===== config.mk =====
export PLATFORM = sky130hd
export DESIGN_NAME = ucsbece154a_datapath_mc
export DESIGN_NICKNAME = d
export VERILOG_FILES = /design/src/rtl/ucsbece154a_datapath_mc.sv
export SDC_FILE = /design/constraint.sdc
export NUM_CORES = 2
export LEC_CHECK = 0
export ABC_CLOCK_PERIOD_IN_PS = 43100
export BUFFER_PORTS_ARGS = -buffer_cell sky130_fd_sc_hd__buf_2
export CELL_PAD_IN_SITES_DETAIL_PLACEMENT = 1
export CELL_PAD_IN_SITES_GLOBAL_PLACEMENT = 1
export CORE_MARGIN = 5
export CORE_UTILIZATION = 50
export CTS_CLUSTER_SIZE = 24
export DETAILED_ROUTE_END_ITERATION = 6
export GPL_TIMING_DRIVEN = 0
export PLACE_DENSITY = 0.82
export REMOVE_ABC_BUFFERS = 1
export SYNTH_ARGS = -nofsm -noshare
export SYNTH_HDL_FRONTEND = slang
export SYNTH_SLANG_ARGS = --single-unit
export TNS_END_PERCENT = 10

===== constraint.sdc =====
create_clock -name clk -period 43.1 [get_ports clk]
set_input_delay 4.31 -clock clk [delete_from_list [all_inputs] [get_ports clk]]
set_output_delay 4.31 -clock clk [all_outputs]
set_load 0.01 [all_outputs]

===== src/rtl/ucsbece154a_datapath_mc.sv =====
// Multicycle RV32I/RV32E datapath: PC, IR/OldPC, register file, ALU, operand and result muxes.
// Optional mcycle/minstret counters are built only when UCSBECE154A_MC_PERF_EN is defined.
module ucsbece154a_datapath_mc #(
  parameter int          NREGS    = 32,
  parameter logic [31:0] RESET_PC = 32'h0000_0000
) (
  input  logic        clk,
  input  logic        reset,
  input  logic        PCWrite_i,
  input  logic        AdrSrc_i,
  input  logic        IRWrite_i,
  input  logic        RegWrite_i,
  input  logic [2:0]  ImmSrc_i,
  input  logic [1:0]  ALUSrcA_i,
  input  logic [1:0]  ALUSrcB_i,
  input  logic [2:0]  ALUControl_i,
  input  logic [1:0]  ResultSrc_i,
  input  logic        instr_done_i,
  output logic [31:0] mem_addr_o,
  output logic [31:0] mem_wdata_o,
  input  logic [31:0] mem_rdata_i,
  input  logic        mem_ready_i,
  output logic [31:0] instr_o,
  output logic [31:0] pc_o,
  output logic        zero_o,
  output logic [63:0] mcycle_o,
  output logic [63:0] minstret_o
);

  localparam int AW = $clog2(NREGS);
  localparam logic [31:0] NOP = 32'h0000_0013;

  logic [31:0] pc_q, pc_d, old_pc_q, old_pc_d, ir_q, ir_d;
  logic [31:0] a_q, a_d, b_q, b_d, alu_out_q, alu_out_d, data_q, data_d;
  logic [31:0] rf_q [NREGS];
  logic [31:0] rf_d [NREGS];

  logic [31:0] imm_ext, src_a, src_b, alu_result, result, rd1, rd2;
  logic [4:0]  rs1, rs2, rd;

  assign rs1 = ir_q[19:15];
  assign rs2 = ir_q[24:20];
  assign rd  = ir_q[11:7];

  // x0 and (for RV32E) any address with bit 4 set are not real registers.
  function automatic logic reg_ok(input logic [4:0] adr);
    return (adr != 5'd0) && (int'(adr) < NREGS);
  endfunction

  assign rd1 = reg_ok(rs1) ? rf_q[rs1[AW-1:0]] : 32'd0;
  assign rd2 = reg_ok(rs2) ? rf_q[rs2[AW-1:0]] : 32'd0;

  // NOTE: every variable gets a default before the case, so no latch is inferred.
  always_comb begin
    imm_ext = 32'd0;
    case (ImmSrc_i)
      3'b000:  imm_ext = {{20{ir_q[31]}}, ir_q[31:20]};
      3'b001:  imm_ext = {{20{ir_q[31]}}, ir_q[31:25], ir_q[11:7]};
      3'b010:  imm_ext = {{20{ir_q[31]}}, ir_q[7], ir_q[30:25], ir_q[11:8], 1'b0};
      3'b011:  imm_ext = {{12{ir_q[31]}}, ir_q[19:12], ir_q[20], ir_q[30:21], 1'b0};
      3'b100:  imm_ext = {ir_q[31:12], 12'd0};
      default: imm_ext = 32'd0;
    endcase
  end

  always_comb begin
    src_a = 32'd0;
    case (ALUSrcA_i)
      2'b00:   src_a = pc_q;
      2'b01:   src_a = old_pc_q;
      2'b10:   src_a = a_q;
      default: src_a = 32'd0;
    endcase
    src_b = 32'd0;
    case (ALUSrcB_i)
      2'b00:   src_b = b_q;
      2'b01:   src_b = imm_ext;
      2'b10:   src_b = 32'd4;
      default: src_b = 32'd0;
    endcase
  end

  always_comb begin
    alu_result = 32'd0;
    case (ALUControl_i)
      3'b000:  alu_result = src_a + src_b;
      3'b001:  alu_result = src_a - src_b;
      3'b010:  alu_result = src_a & src_b;
      3'b011:  alu_result = src_a | src_b;
      3'b101:  alu_result = {31'd0, $signed(src_a) < $signed(src_b)};
      default: alu_result = 32'd0;
    endcase
  end

  always_comb begin
    result = 32'd0;
    case (ResultSrc_i)
      2'b00:   result = alu_out_q;
      2'b01:   result = data_q;
      2'b10:   result = alu_result;
      default: result = imm_ext;
    endcase
  end

  assign zero_o      = (alu_result == 32'd0);
  assign mem_addr_o  = AdrSrc_i ? result : pc_q;
  assign mem_wdata_o = b_q;
  assign instr_o     = ir_q;
  assign pc_o        = pc_q;

  // A stalled memory freezes every architectural and pipeline register.
  always_comb begin
    pc_d      = pc_q;
    old_pc_d  = old_pc_q;
    ir_d      = ir_q;
    a_d       = a_q;
    b_d       = b_q;
    alu_out_d = alu_out_q;
    data_d    = data_q;
    rf_d      = rf_q;
    if (mem_ready_i) begin
      a_d       = rd1;
      b_d       = rd2;
      alu_out_d = alu_result;
      data_d    = mem_rdata_i;
      if (IRWrite_i) begin
        ir_d     = mem_rdata_i;
        old_pc_d = pc_q;
      end
      if (PCWrite_i) pc_d = result;
      if (RegWrite_i && reg_ok(rd)) rf_d[rd[AW-1:0]] = result;
    end
  end

  // NOTE: sequential state is assigned with <= so all flops update together on the edge.
  always_ff @(posedge clk or posedge reset) begin
    if (reset) begin
      pc_q      <= RESET_PC;
      old_pc_q  <= RESET_PC;
      ir_q      <= NOP;
      a_q       <= 32'd0;
      b_q       <= 32'd0;
      alu_out_q <= 32'd0;
      data_q    <= 32'd0;
    end else begin
      pc_q      <= pc_d;
      old_pc_q  <= old_pc_d;
      ir_q      <= ir_d;
      a_q       <= a_d;
      b_q       <= b_d;
      alu_out_q <= alu_out_d;
      data_q    <= data_d;
    end
  end

  // NOTE: the register file is reset explicitly, so it maps to flops rather than a RAM macro.
  always_ff @(posedge clk or posedge reset) begin
    if (reset) begin
      for (int i = 0; i < NREGS; i++) rf_q[i] <= 32'd0;
    end else begin
      rf_q <= rf_d;
    end
  end

`ifdef UCSBECE154A_MC_PERF_EN
  logic [63:0] mcycle_q, mcycle_d, minstret_q, minstret_d;

  always_comb begin
    mcycle_d   = mcycle_q + 64'd1;
    minstret_d = minstret_q + {63'd0, instr_done_i & mem_ready_i};
  end

  always_ff @(posedge clk or posedge reset) begin
    if (reset) begin
      mcycle_q   <= 64'd0;
      minstret_q <= 64'd0;
    end else begin
      mcycle_q   <= mcycle_d;
      minstret_q <= minstret_d;
    end
  end

  assign mcycle_o   = mcycle_q;
  assign minstret_o = minstret_q;
`else
  logic unused_instr_done;
  assign unused_instr_done = instr_done_i;
  assign mcycle_o   = 64'd0;
  assign minstret_o = 64'd0;
`endif

endmodule


Yosys cells after proc, flatten, opt, wreduce, memory -nomap -nowiden --
Cells that the tools add are included.
Storage, ports and cells: register bits after elaboration 1248, input bits 52, output and inout port bits 257
Operators by class: add/subtract/negate cells 2, $lt $le $gt $ge 5, equality and inequality tests 14, multiplexer cells 17, bitwise gates (word level) 5, reduce and logical (&&, ||, !) cells 14
Operator list (number):
- bitwise mux 1024 bit | 1
- binary-select mux 32 bit (select 5 bit) | 2
- one-hot mux 32 bit (5 select lines) | 2
- one-hot mux 32 bit (3 select lines) | 3
- 2-to-1 mux 32 bit | 8
- demux 32 bit (select 5 bit) | 1
- adder 32 bit | 1
- bitwise AND 32 bit | 1
- logical NOT 32 bit | 1
- < comparator 32 bit | 1
- bitwise OR 32 bit | 1
- subtractor 32 bit | 1
- >= comparator 6 bit, second input constant | 3
- inverter 5 -> 6 bit | 3
- nonzero test 5 bit | 3
- == test 3 x 2 -> 1 bit, second input constant | 4
- == test 2 x 1 -> 1 bit, second input constant | 3
- == test 2 bit, second input constant | 3
- == test 3 x 1 -> 1 bit, second input constant | 2
- == test 3 bit, second input constant | 2
- logical NOT 2 bit | 3
- logical NOT 3 bit | 2
- < comparator 6 x 1 -> 1 bit, second input constant | 1
- AND reduction 2 bit | 3
- logical AND 1 bit | 2

Logic depth before layout (Yosys ltp) --
depth in word-level cells 7, depth in mapped cells 21

Least setup slack after synthesis --
No wires, ideal clock.
path type input -> output, start input ImmSrc_i[2], end output zero_o, data arrival time 9.286 ns, data required time 38.790 ns, setup slack 29.504 ns, cell stages on the path 18, path buffers 2, path through clkbuf_1 nor3b_1 o21bai_1 a21oi_1 a211o_1 ha_1 buf_6 or3_4 or4_4 a21oi_4 o21ai_2 and2_4 a221o_1 a21oi_2 nand4_1 or4_1 or4_1 nor4_2
On the way: longest elaborated chain between the ends 6, elaborated cells between the ends (all ways) 14
RTL lines:
- start: declaration | line 13 | input logic [2:0] ImmSrc_i,
- == test 3 bit (tied with other cells) | line 56 | case (ImmSrc_i)
- one-hot mux 32 bit (5 select lines) * | line 56
- one-hot mux 32 bit (3 select lines) * | line 75 | case (ALUSrcB_i)
- subtractor 32 bit (tied with other cells) | line 87 | 3'b001: alu_result = src_a - src_b;
- one-hot mux 32 bit (5 select lines) * | line 85 | case (ALUControl_i)
- logical NOT 32 bit * | line 105 | assign zero_o = (alu_result == 32'd0);
- end: declaration | line 25 | output logic zero_o,
Mark *: on every way between the ends. The rest lies on a longest branch, timed or not.

Worst setup path after layout --
start input ALUSrcA_i[1], end output zero_o
On the way: longest elaborated chain between the ends 5, elaborated cells between the ends (all ways) 11
RTL lines:
- start: declaration | line 14 | input logic [1:0] ALUSrcA_i,
- == test 2 bit (tied with other cells) | line 68 | case (ALUSrcA_i)
- one-hot mux 32 bit (3 select lines) * | line 68
- subtractor 32 bit (tied with other cells) | line 87
- one-hot mux 32 bit (5 select lines) * | line 85
- logical NOT 32 bit * | line 105
Marks and branches as above.

==> flow_summary.ini <==
[die]
io_pins = 309
die_x_um = 381.7
start_util_pct = 50.31
rows = 136
die-area_mm2 = 0.1457
core_area_mm2 = 0.1373
die_y_um = 381.7

[clock_tree]
cts_hold_buf = 0
clk_latency_ns = 0.80
cts_tree = done
clock_path_buffers = 3
numCtsBuffers = 136
clock-sinks = 1248
cts_setup_buffers = 0
cts.clk_slew.worst_paths_ns = 0.06
cts-root-buf = clkbuf_16
cts_resized = 0
ctsHtreeMaxLevel = 4

[sta]
fin_crit_ns = 16.25
fin_ws_ns = 26.85
final_min_period_over_clock_period_pct = 37.71
finalSetupTns_ns = 0
finalHoldViolations = 0
worstMarginPinSlew_ns = 1.384
setup_viol = 0
max-slew-margin-rel_pct = 7.309
holdWs_ns = 0.4011
drv_slew = 0
rsz0062_at_grt = no
fmax_mhz = 61.52
finalClockSkew_ns = 0.03353

[synth]
synth-seq-cells = 1248
synthArstFlopShare_pct = 100.0
ys_seq_area_share_pct = 45.21
synth_edf_count = 0
ys.flop_type = dfrtp_1
synth.distinct_cells = 92
synthCells = 6422
ys.warnings.count = 0
syn_area_per_cell_um2 = 10.76
synth.cell_area_mm2 = 0.06909

[route]
drt_iter0_markers = 6735
post-route-drc-count = 0
ant_nets = 0
highest_layer = met5
route.met2.wl_um = 126200
routed_wl_um = 278100
wl_met1_um = 97900
wire_per_inst_um = 34.19
dr.pass1.iters = 6
viasPerCell = 7.030
via_count = 57190
met3_wirelength_um = 31770

[critical_path]
worstPathRequired_ns = 38.79
crit_type = in2out
critPathBufInv = 4
critPathMaxFanout = 33
crit_slowest_cell = buf_2
crit_family = simple AND/OR/NAND/NOR gates
crit_arrival_ns = 11.94
critPathCaptureType = output pin
startpoint_type = input pin
max_stage_delay_ns = 0.99
path_cells = buf_2, nor2b_4, buf_12, a21o_1, ha_1, inv_1, fa_1, o21ba_1, or4_4, a2111oi_0, nor3_1, xor2_1, a22o_1, nor2_1, nand3_1, or4_1, or4_1, nor4_2, buf_2

[min_path]
hp-class = reg2reg

[grt]
grt_overflow = 0
gr-usage-all-layers_pct = 37.74
grt_pass1_wl_um = 409700
grt_pass1_vias = 61730
grt_max_degree = 120
antenna_found_initial = 22

[power_and_ir_drop]
peakVddDrop_mv = 0.03676
p_per_area_mw_per_mm2 = 56.17
leakage_nw = 34.58

[final_layout]
nNetsFinal = 6374
num-fill-cells = 14100
seq_area_mm2 = 0.03127
multi_input_area_mm2 = 0.03455
drive_gt1_share_pct = 21.12
area_delta_synth_final_pct = 11.66
final_util_pct = 56.18

[placement]
io_buffers = 179
dpl.hpwl_um = 170000
pre_cts_slack_ns = 27.18
place.gp.congestion = 0.9431

[outcome]
outcome = finished, final reports clean

[flow_run]
max-cap-violations = 0
## per-layer routing
layer | track usage, % | up-vias
li1 | - | 22350
met1 | 45.91 | 29520
met2 | 57.65 | 4016
met3 | 11.88 | 1288
met4 | 26.00 | 14
met5 | 0 | -
## synth_stat cells, types with 29 or more instances
cell type | number | share of area, %
mux2i_1 | 207 | 3.0
ha_1 | 100 | 1.8
nand2_1 | 1140 | 6.2
o21ai_0 | 1145 | 8.3
a211oi_1 | 32 | 0.35
a21oi_1 | 133 | 0.96
nand3_1 | 66 | 0.48
nand2b_1 | 66 | 0.60
mux2_2 | 130 | 2.1
a22oi_1 | 52 | 0.57
clkbuf_1 | 521 | 2.8
buf_1 | 81 | 0.44
buf_4 | 130 | 1.4
inv_1 | 212 | 1.2
nor2b_1 | 29 | 0.26
a21o_1 | 49 | 0.53
o22ai_1 | 32 | 0.29
mux4_2 | 583 | 19
nor2_1 | 149 | 0.81
dfrtp_1 | 1245 | 45
## path summary, 6_finish.rpt
check	startpoint	to	slack [ns]	cells after the start
min reg2reg	rf_q[997]	rf_q[997]	0.40	0
max in group asynchronous	reset	rf_q[306]	35.99	8
max	ALUSrcA_i[1]	zero_o	26.85	19
max reg2reg	instr_o[20]	rf_q[376]	35.76	19
min	rf_q[997]	rf_q[997]	0.40	0
min in group asynchronous	reset	rf_q[327]	3.61	2
## per-stage QoR
stage | cell area (µm²) | total power (W) | instances
after floorplan | 66150 | 0.002535 | 5802
after global placement | 69290 | 0.002931 | 7775
after detailed placement | 72240 | 0.002968 | 7875
after CTS | 77110 | 0.004297 | 8124
after global routing | 77120 | 0.004485 | 8125
final | 77150 | 0.004333 | 8134
## layout by cell type (no fill, tap or decap), types with 16 or more instances in the layout
master,count
a211o_1,22
a211oi_1,32
a21o_1,49
a21oi_1,132
a22oi_1,52
buf_16,73
buf_2,173
bufinv_16,17
clkbuf_1,26
clkbuf_16,145
clkbuf_8,29
clkinv_2,16
conb_1,128
dfrtp_1,1235
ha_1,100
inv_1,211
mux2_2,130
mux2i_1,207
mux4_2,583
nand2_1,1107
nand2_4,33
nand2b_1,65
nand3_1,66
nor2_1,146
nor2b_1,25
nor3_1,22
o211ai_1,21
o21ai_0,1133
o22ai_1,32
or3_1,17
## flip-flops by register name, summed over array words and instances (netlist names)
name	count
mem_wdata_o	32
alu_out_q	32
instr_o	32
old_pc_q	32
rf_q	1024
a_q	32
pc_o	32
data_q	32
## final cells by class
| cell class | count | area share [%] |
|---|---|---|
| multi-input cells | 4339 | 44.79 |
| flip-flops and latches | 1248 | 40.53 |
| clock buffers | 200 | 5.347 |
| repair buffers | 280 | 4.373 |
| well taps | 1794 | 2.910 |
| inverters | 215 | 1.056 |
| clock inverters | 49 | 0.9650 |
| diodes | 9 | 0.02919 |
## kinds of logic after synthesis
kind of cell,synth area share (%)
buffers and inverters,6.116
AO/OA/AOI/OAI,12.93
other,0.005428
multiplexers,24.16
adder cells (fa/ha/maj),1.869
flip-flops,45.21
AND/OR/NAND/NOR,9.469
XOR/XNOR,0.2409
## power by group
group	internal, W	switching [W]	total [W]
clock network	0.000769	0.000523	0.00129
logic	0.000571	0.000708	0.00128
registers	0.00146	0.000306	0.00176
total	0.00280	0.00154	0.00433
No activity file was read; power rests on OpenSTA's default activity.
